**config.mk**
```make
export PLATFORM = sky130hd
export DESIGN_NAME = adder_rr_scheduler
export DESIGN_NICKNAME = d
export VERILOG_FILES = /design/src/rtl/adder_sched_pkg.sv /design/src/rtl/adder_rr_scheduler_rr_arbiter.sv /design/src/rtl/adder_rr_scheduler.sv
export SDC_FILE = /design/constraint.sdc
export NUM_CORES = 1
export LEC_CHECK = 0
export ABC_CLOCK_PERIOD_IN_PS = 24100
export CORE_AREA = 2 2 407 409
export CTS_CLUSTER_SIZE = 40
export DETAILED_ROUTE_END_ITERATION = 6
export DIE_AREA = 0 0 409 411
export GPL_ROUTABILITY_DRIVEN = 0
export GPL_TIMING_DRIVEN = 0
export PLACE_DENSITY_LB_ADDON = 0.12
export SKIP_LAST_GASP = 1
export SLEW_MARGIN = 0
export SYNTH_ARGS = -nofsm -noshare
export SYNTH_HDL_FRONTEND = slang
export SYNTH_SLANG_ARGS = --single-unit
```
**constraint.sdc**
```tcl
create_clock -name clk -period 24.1 [get_ports clk]
set_input_delay 3.615 -clock clk [delete_from_list [all_inputs] [get_ports clk]]
set_output_delay 3.615 -clock clk [all_outputs]
set_load 0.02 [all_outputs]
```
**src/rtl/adder_sched_pkg.sv**
```systemverilog
// Shared constants, types and helpers for the round-robin adder scheduler.
// Imported by the scheduler top and its arbiter.
package adder_sched_pkg;
    localparam int ADDER_WIDTH_DEF = 111;
    localparam int CNT_W_DEF       = 32;

    typedef logic [CNT_W_DEF-1:0] ops_cnt_t;

    function automatic int id_width(input int n);
        return (n > 1) ? $clog2(n) : 1;
    endfunction
endpackage

```
**src/rtl/adder_rr_scheduler_rr_arbiter.sv**
```systemverilog
// Combinational round-robin arbiter: grants the first requester at or after ptr,
// wrapping modulo NUM_REQ. The grant is one-hot, or all zero when disabled or idle.
module rr_arbiter
    import adder_sched_pkg::*;
#(
    parameter  int NUM_REQ = 4,
    localparam int ID_W    = id_width(NUM_REQ)
) (
    input  logic [NUM_REQ-1:0] req,
    input  logic [ID_W-1:0]    ptr,
    input  logic               enable,
    output logic [NUM_REQ-1:0] grant,
    output logic [ID_W-1:0]    grant_idx
);
    localparam logic [ID_W:0] NREQ_X = (ID_W+1)'(NUM_REQ);

    logic [ID_W:0] w_pos;
    logic          w_found;

    // One extra bit on w_pos lets ptr+k exceed NUM_REQ-1 before the wrap subtract.
    always_comb begin
        grant     = '0;
        grant_idx = '0;
        w_found   = 1'b0;
        w_pos     = '0;
        if (enable) begin
            for (int k = 0; k < NUM_REQ; k++) begin
                w_pos = {1'b0, ptr} + (ID_W+1)'(k);
                if (w_pos >= NREQ_X) begin
                    w_pos = w_pos - NREQ_X;
                end
                if (!w_found && req[w_pos[ID_W-1:0]]) begin
                    w_found                  = 1'b1;
                    grant[w_pos[ID_W-1:0]]   = 1'b1;
                    grant_idx                = w_pos[ID_W-1:0];
                end
            end
        end
    end
endmodule

```
**src/rtl/adder_rr_scheduler.sv**
```systemverilog
// One shared registered adder time-multiplexed among NUM_REQ requesters.
// Round-robin grant into an operand stage, then a sum stage tagged with the requester id.
module adder_rr_scheduler
    import adder_sched_pkg::*;
#(
    parameter  int ADDER_WIDTH = ADDER_WIDTH_DEF,
    parameter  int NUM_REQ     = 4,
    parameter  int CNT_W       = CNT_W_DEF,
    localparam int ID_W        = id_width(NUM_REQ)
) (
    input  logic                           clk,
    input  logic                           rst_n,
    input  logic [NUM_REQ-1:0]             req_valid,
    output logic [NUM_REQ-1:0]             req_ready,
    input  logic [NUM_REQ*ADDER_WIDTH-1:0] req_a,
    input  logic [NUM_REQ*ADDER_WIDTH-1:0] req_b,
    output logic                           rsp_valid,
    input  logic                           rsp_ready,
    output logic [ID_W-1:0]                rsp_id,
    output logic [ADDER_WIDTH:0]           rsp_sum,
    output logic [CNT_W-1:0]               ops_done
);
    logic                   r_s1_valid;
    logic [ADDER_WIDTH-1:0] r_s1_a;
    logic [ADDER_WIDTH-1:0] r_s1_b;
    logic [ID_W-1:0]        r_s1_id;
    logic [ID_W-1:0]        r_rr_ptr;
    logic                   r_rsp_valid;
    logic [ID_W-1:0]        r_rsp_id;
    logic [ADDER_WIDTH:0]   r_rsp_sum;
    logic [CNT_W-1:0]       r_ops_done;

    logic                   w_out_free;
    logic                   w_s1_free;
    logic [NUM_REQ-1:0]     w_grant;
    logic [ID_W-1:0]        w_grant_idx;
    logic                   w_grant_any;
    logic [ADDER_WIDTH-1:0] w_sel_a;
    logic [ADDER_WIDTH-1:0] w_sel_b;
    logic [ID_W-1:0]        w_ptr_next;

    // rsp_ready reaches req_ready only through s1_free, never deeper.
    assign w_out_free = !r_rsp_valid || rsp_ready;
    assign w_s1_free  = !r_s1_valid || w_out_free;

    rr_arbiter #(
        .NUM_REQ (NUM_REQ)
    ) u_arb (
        .req       (req_valid),
        .ptr       (r_rr_ptr),
        .enable    (w_s1_free),
        .grant     (w_grant),
        .grant_idx (w_grant_idx)
    );

    assign w_grant_any = |w_grant;
    assign w_sel_a     = req_a[int'(w_grant_idx)*ADDER_WIDTH +: ADDER_WIDTH];
    assign w_sel_b     = req_b[int'(w_grant_idx)*ADDER_WIDTH +: ADDER_WIDTH];
    assign w_ptr_next  = (w_grant_idx == ID_W'(NUM_REQ-1)) ? '0 : w_grant_idx + 1'b1;

    // Stage 1: operand register and round-robin pointer
    always_ff @(posedge clk or negedge rst_n) begin
        if (!rst_n) begin
            r_s1_valid <= 1'b0;
            r_rr_ptr   <= '0;
        end else if (w_s1_free) begin
            r_s1_valid <= w_grant_any;
            if (w_grant_any) begin
                r_rr_ptr <= w_ptr_next;
            end
        end
    end

    always_ff @(posedge clk) begin
        if (w_s1_free && w_grant_any) begin
            r_s1_a  <= w_sel_a;
            r_s1_b  <= w_sel_b;
            r_s1_id <= w_grant_idx;
        end
    end

    // Stage 2: sum register with full carry-out, plus the handoff counter
    always_ff @(posedge clk or negedge rst_n) begin
        if (!rst_n) begin
            r_rsp_valid <= 1'b0;
            r_rsp_id    <= '0;
            r_rsp_sum   <= '0;
            r_ops_done  <= '0;
        end else begin
            if (w_out_free) begin
                r_rsp_valid <= r_s1_valid;
                if (r_s1_valid) begin
                    r_rsp_sum <= {1'b0, r_s1_a} + {1'b0, r_s1_b};
                    r_rsp_id  <= r_s1_id;
                end
            end
            if (r_rsp_valid && rsp_ready) begin
                r_ops_done <= r_ops_done + 1'b1;
            end
        end
    end

    assign req_ready = w_grant;
    assign rsp_valid = r_rsp_valid;
    assign rsp_id    = r_rsp_id;
    assign rsp_sum   = r_rsp_sum;
    assign ops_done  = r_ops_done;
endmodule
```
==> qor.txt <==
CP cell instances -> clkdlybuf4s50_1 -> nor2_1 -> or4b_2 -> a21oi_1 -> a221o_1 -> nor2b_1 -> clkdlybuf4s50_1
CP max FO -> 7
Flop pwr share -> 0.185
I/O Buffers -> 1,045
ys flop type -> edfxtp_1
setup TNS -> 0 ns
number of synthesized flops with an enable pin -> 224
Hold WC Path Type -> reg2reg
CTS resizes -> 0
post-synthesis sequential area ratio -> 0.395
Worst VDD drop -> 170 uV
Hold Startpoint -> r_s1_id[1]$_DFFE_PP_
initial antenna violation count -> 79
Mapped Area -> 0.0265 mm2
asr flop ratio synth -> 0.401
vias per cell -> 4.68
synthesis warning total -> 0
Final period util -> 0.425
Hold Vio Cnt, Final -> 0
f_max -> 97.6 MHz
crit-path max cell delay -> 0.65 ns
CTS buffer count -> 51
measured slew at the worst slew-check pin -> 1.50 ns
internal power -> 3.40 mW
final WL -> 223,000 um
GRT Overall Usage -> 0.255
Reg clk slew, reported paths -> 0.06 ns
Pins Over Slew Limit -> 10
Tot Pwr -> 8.29 mW
CP required -> 20.48 ns
# fillers -> 18,000
FP Rows -> 149
Final Skew -> 0.0385 ns
Post-CTS Hold Buffers -> 0
DRC viols -> 0
root buf cell -> clkbuf_16
area of the multi-input gates -> 0.0150 mm2
crit path kind -> in2out
vias in the first global route -> 30,400
Wirelength per Cell -> 34.1 um
area grow syn2layout -> 57.9%
die span in y -> 411 um
Logic pwr share -> 0.716
critical path arrival -> 6.63 ns
#FFs+latches synth -> 374
PwrDens -> 198 mW/mm2
largest net degree at the start of global routing -> 101
Synth Net Count -> 4,189
RSZ-0062 raised after global routing -> false
Critical Path End Type -> primary output
CTS Buffer Depth -> 3
H-tree Lvls -> 2
synthesized instance count -> 3,173
Initial Util -> 0.162
switching power total -> 4.88 mW
Core Region -> 0.164 mm2
CTS Sinks -> 374
1st-iter DRT viols -> 2,504
CTS tree -> built
DP Wirelength -> 188,000 um
share of layout cells above drive strength 1 -> 0.0414
later-pin clock latency in the skew report -> 0.67 ns
Largest delay share family, worst path -> buffers and inverters
Reg area -> 0.0105 mm2
crit path buf inv count -> 2
critical path's slowest cell -> clkdlybuf4s50_1
1st-pass router iterations -> 6
leakage -> 15.3 nW
Yosys cell types -> 66
clock power share -> 0.099
Slew headroom -> -0.00291
Startpoint Class -> input pin
total gr overflow -> 0
first-pass GRT wire length -> 287,000 um
vias -> 30,600
Switching Share -> 0.590
reg2reg start -> r_rr_ptr[0]$_DFFE_PN0P_
Top cell by count, worst path -> clkdlybuf4s50_1
Final Critical Period -> 10.24 ns
die width -> 409 um
failing checks -> max-capacitance violations, max-slew violations
antenna viol nets, final -> 0
I/O pin cnt -> 1,046
Die Area -> 0.168 mm2
synthesized area per cell -> 8.35 um2
nets -> 5,299
Post-CTS Setup Inserts -> 0
max-capacitance violation count -> 1
Final setup viols -> 0
status -> finished, violations left
crit path from -> req_valid[0]
==> worst register-to-register path, cell delays in order (launching register included) <==
cell,delay [ns]
dfrtp_1,0.44
buf_2,0.26
inv_1,0.17
ha_1,0.32
clkbuf_1,0.19
or4b_2,0.70
a21oi_1,0.51
or3_1,0.19
o31ai_1,0.12
nor2_1,0.46
clkbuf_1,1.08
clkbuf_1,1.10
buf_2,0.89
a31oi_1,0.52
==> cells in the mapped netlist (87+ instances only) <==
| cell type | instances | area (um2) |
|---|---|---|
| nand2_1 | 700 | 2630 |
| clkbuf_1 | 191 | 717 |
| o21ai_0 | 197 | 986 |
| ha_1 | 120 | 1500 |
| edfxtp_1 | 224 | 6730 |
| and2_1 | 226 | 1410 |
| a31oi_1 | 237 | 1480 |
| xnor2_1 | 87 | 762 |
| dfrtp_1 | 150 | 3750 |
| nor2_1 | 109 | 409 |
| a211oi_1 | 235 | 1760 |
| a21oi_1 | 182 | 911 |
==> path summary, 6_finish.rpt <==
check	slack (ns)	cells after the start	end
max in group asynchronous	20.17	2	rsp_sum[111]$_DFFE_PN0P_
min in group asynchronous	2.95	1	ops_done[15]$_DFFE_PN0P_
worst max-delay path	13.86	7	req_ready[2]
worst max register to register	16.77	13	r_s1_a[22]$_DFFE_PP_
worst min-delay path	0.44	2	rsp_id[1]$_DFFE_PN0P_
worst min register to register	0.44	2	rsp_id[1]$_DFFE_PN0P_
==> cells in the final DEF, fill, tap and decap left out, types with 48 or more instances in the layout <==
master | Yosys | final
a211oi_1 | 235 | 230
a21oi_1 | 182 | 182
a31oi_1 | 237 | 233
and2_1 | 226 | 226
clkbuf_1 | 191 | 182
clkbuf_16 | 0 | 52
clkdlybuf4s50_1 | 0 | 1044
dfrtp_1 | 150 | 150
edfxtp_1 | 224 | 224
ha_1 | 120 | 120
inv_1 | 49 | 48
nand2_1 | 700 | 700
nand4_1 | 63 | 63
nor2_1 | 109 | 109
o21ai_0 | 197 | 197
xnor2_1 | 87 | 87
==> registers in the layout, indices dropped and copies added (netlist names) <==
register    count
r_s1_b        111
r_s1_a        111
rsp_id          2
r_rr_ptr        2
rsp_sum       112
r_s1_id         2
ops_done       32
r_s1_valid      1
rsp_valid       1
==> power groups by stage <==
stage / Combinational, mW / Sequential [mW] / Clock [mW]
6_report: 5.94 / 1.53 / 0.817
5_1_grt: 6.33 / 1.56 / 0.860
4_1_cts: 6.00 / 1.54 / 0.841
3_5_place_dp: 5.97 / 1.55 / 0
3_3_place_gp: 5.91 / 1.69 / 0
2_1_floorplan: 2.80 / 1.54 / 0
==> cell type report <==
class                           instances  area share
Inverter                               50     0.00466
Timing Repair Buffer                 1057       0.256
Clock inverter                         21     0.00667
Multi-Input combinational cell       2519       0.358
Antenna cell                           17     0.00102
Sequential cell                       374       0.250
Tap cell                             2189      0.0654
Buffer                                230      0.0224
Clock buffer                           75      0.0353
==> routing by layer <==
metal,track usage,routed length [um]
met4,0.0803,7610
met5,0,80
met2,0.432,106000
met3,0.0417,13700
met1,0.330,95400
==> per-stage QoR <==
stage | instance area [um2] | hold WS (ns) | util | setup slack, ns | instances
after floorplan | 26500 | 0.415 | - | 13.56 | 3173
after global placement | 39700 | 0.427 | 0.242 | 9.22 | 6407
after detailed placement | 40000 | 0.425 | 0.244 | 13.71 | 6418
after CTS | 41800 | 0.438 | 0.255 | 13.88 | 6514
after global routing | 41800 | 0.451 | 0.255 | 13.70 | 6518
final | 41900 | 0.440 | 0.255 | 13.86 | 6532
==> logic make-up after synthesis <==
kind of cell               after synthesis  share of synthesized area
and+or+nand+nor                       1228                      0.212
AOI/OAI and AO/OA                     1031                      0.247
DFF                                    374                      0.395
xor gates and xnor gates               132                     0.0436
muxes                                    7                    0.00326
buffers and inverters                  280                     0.0413
adders and majority gates              121                     0.0574
No activity file was read; power rests on OpenSTA's default activity.
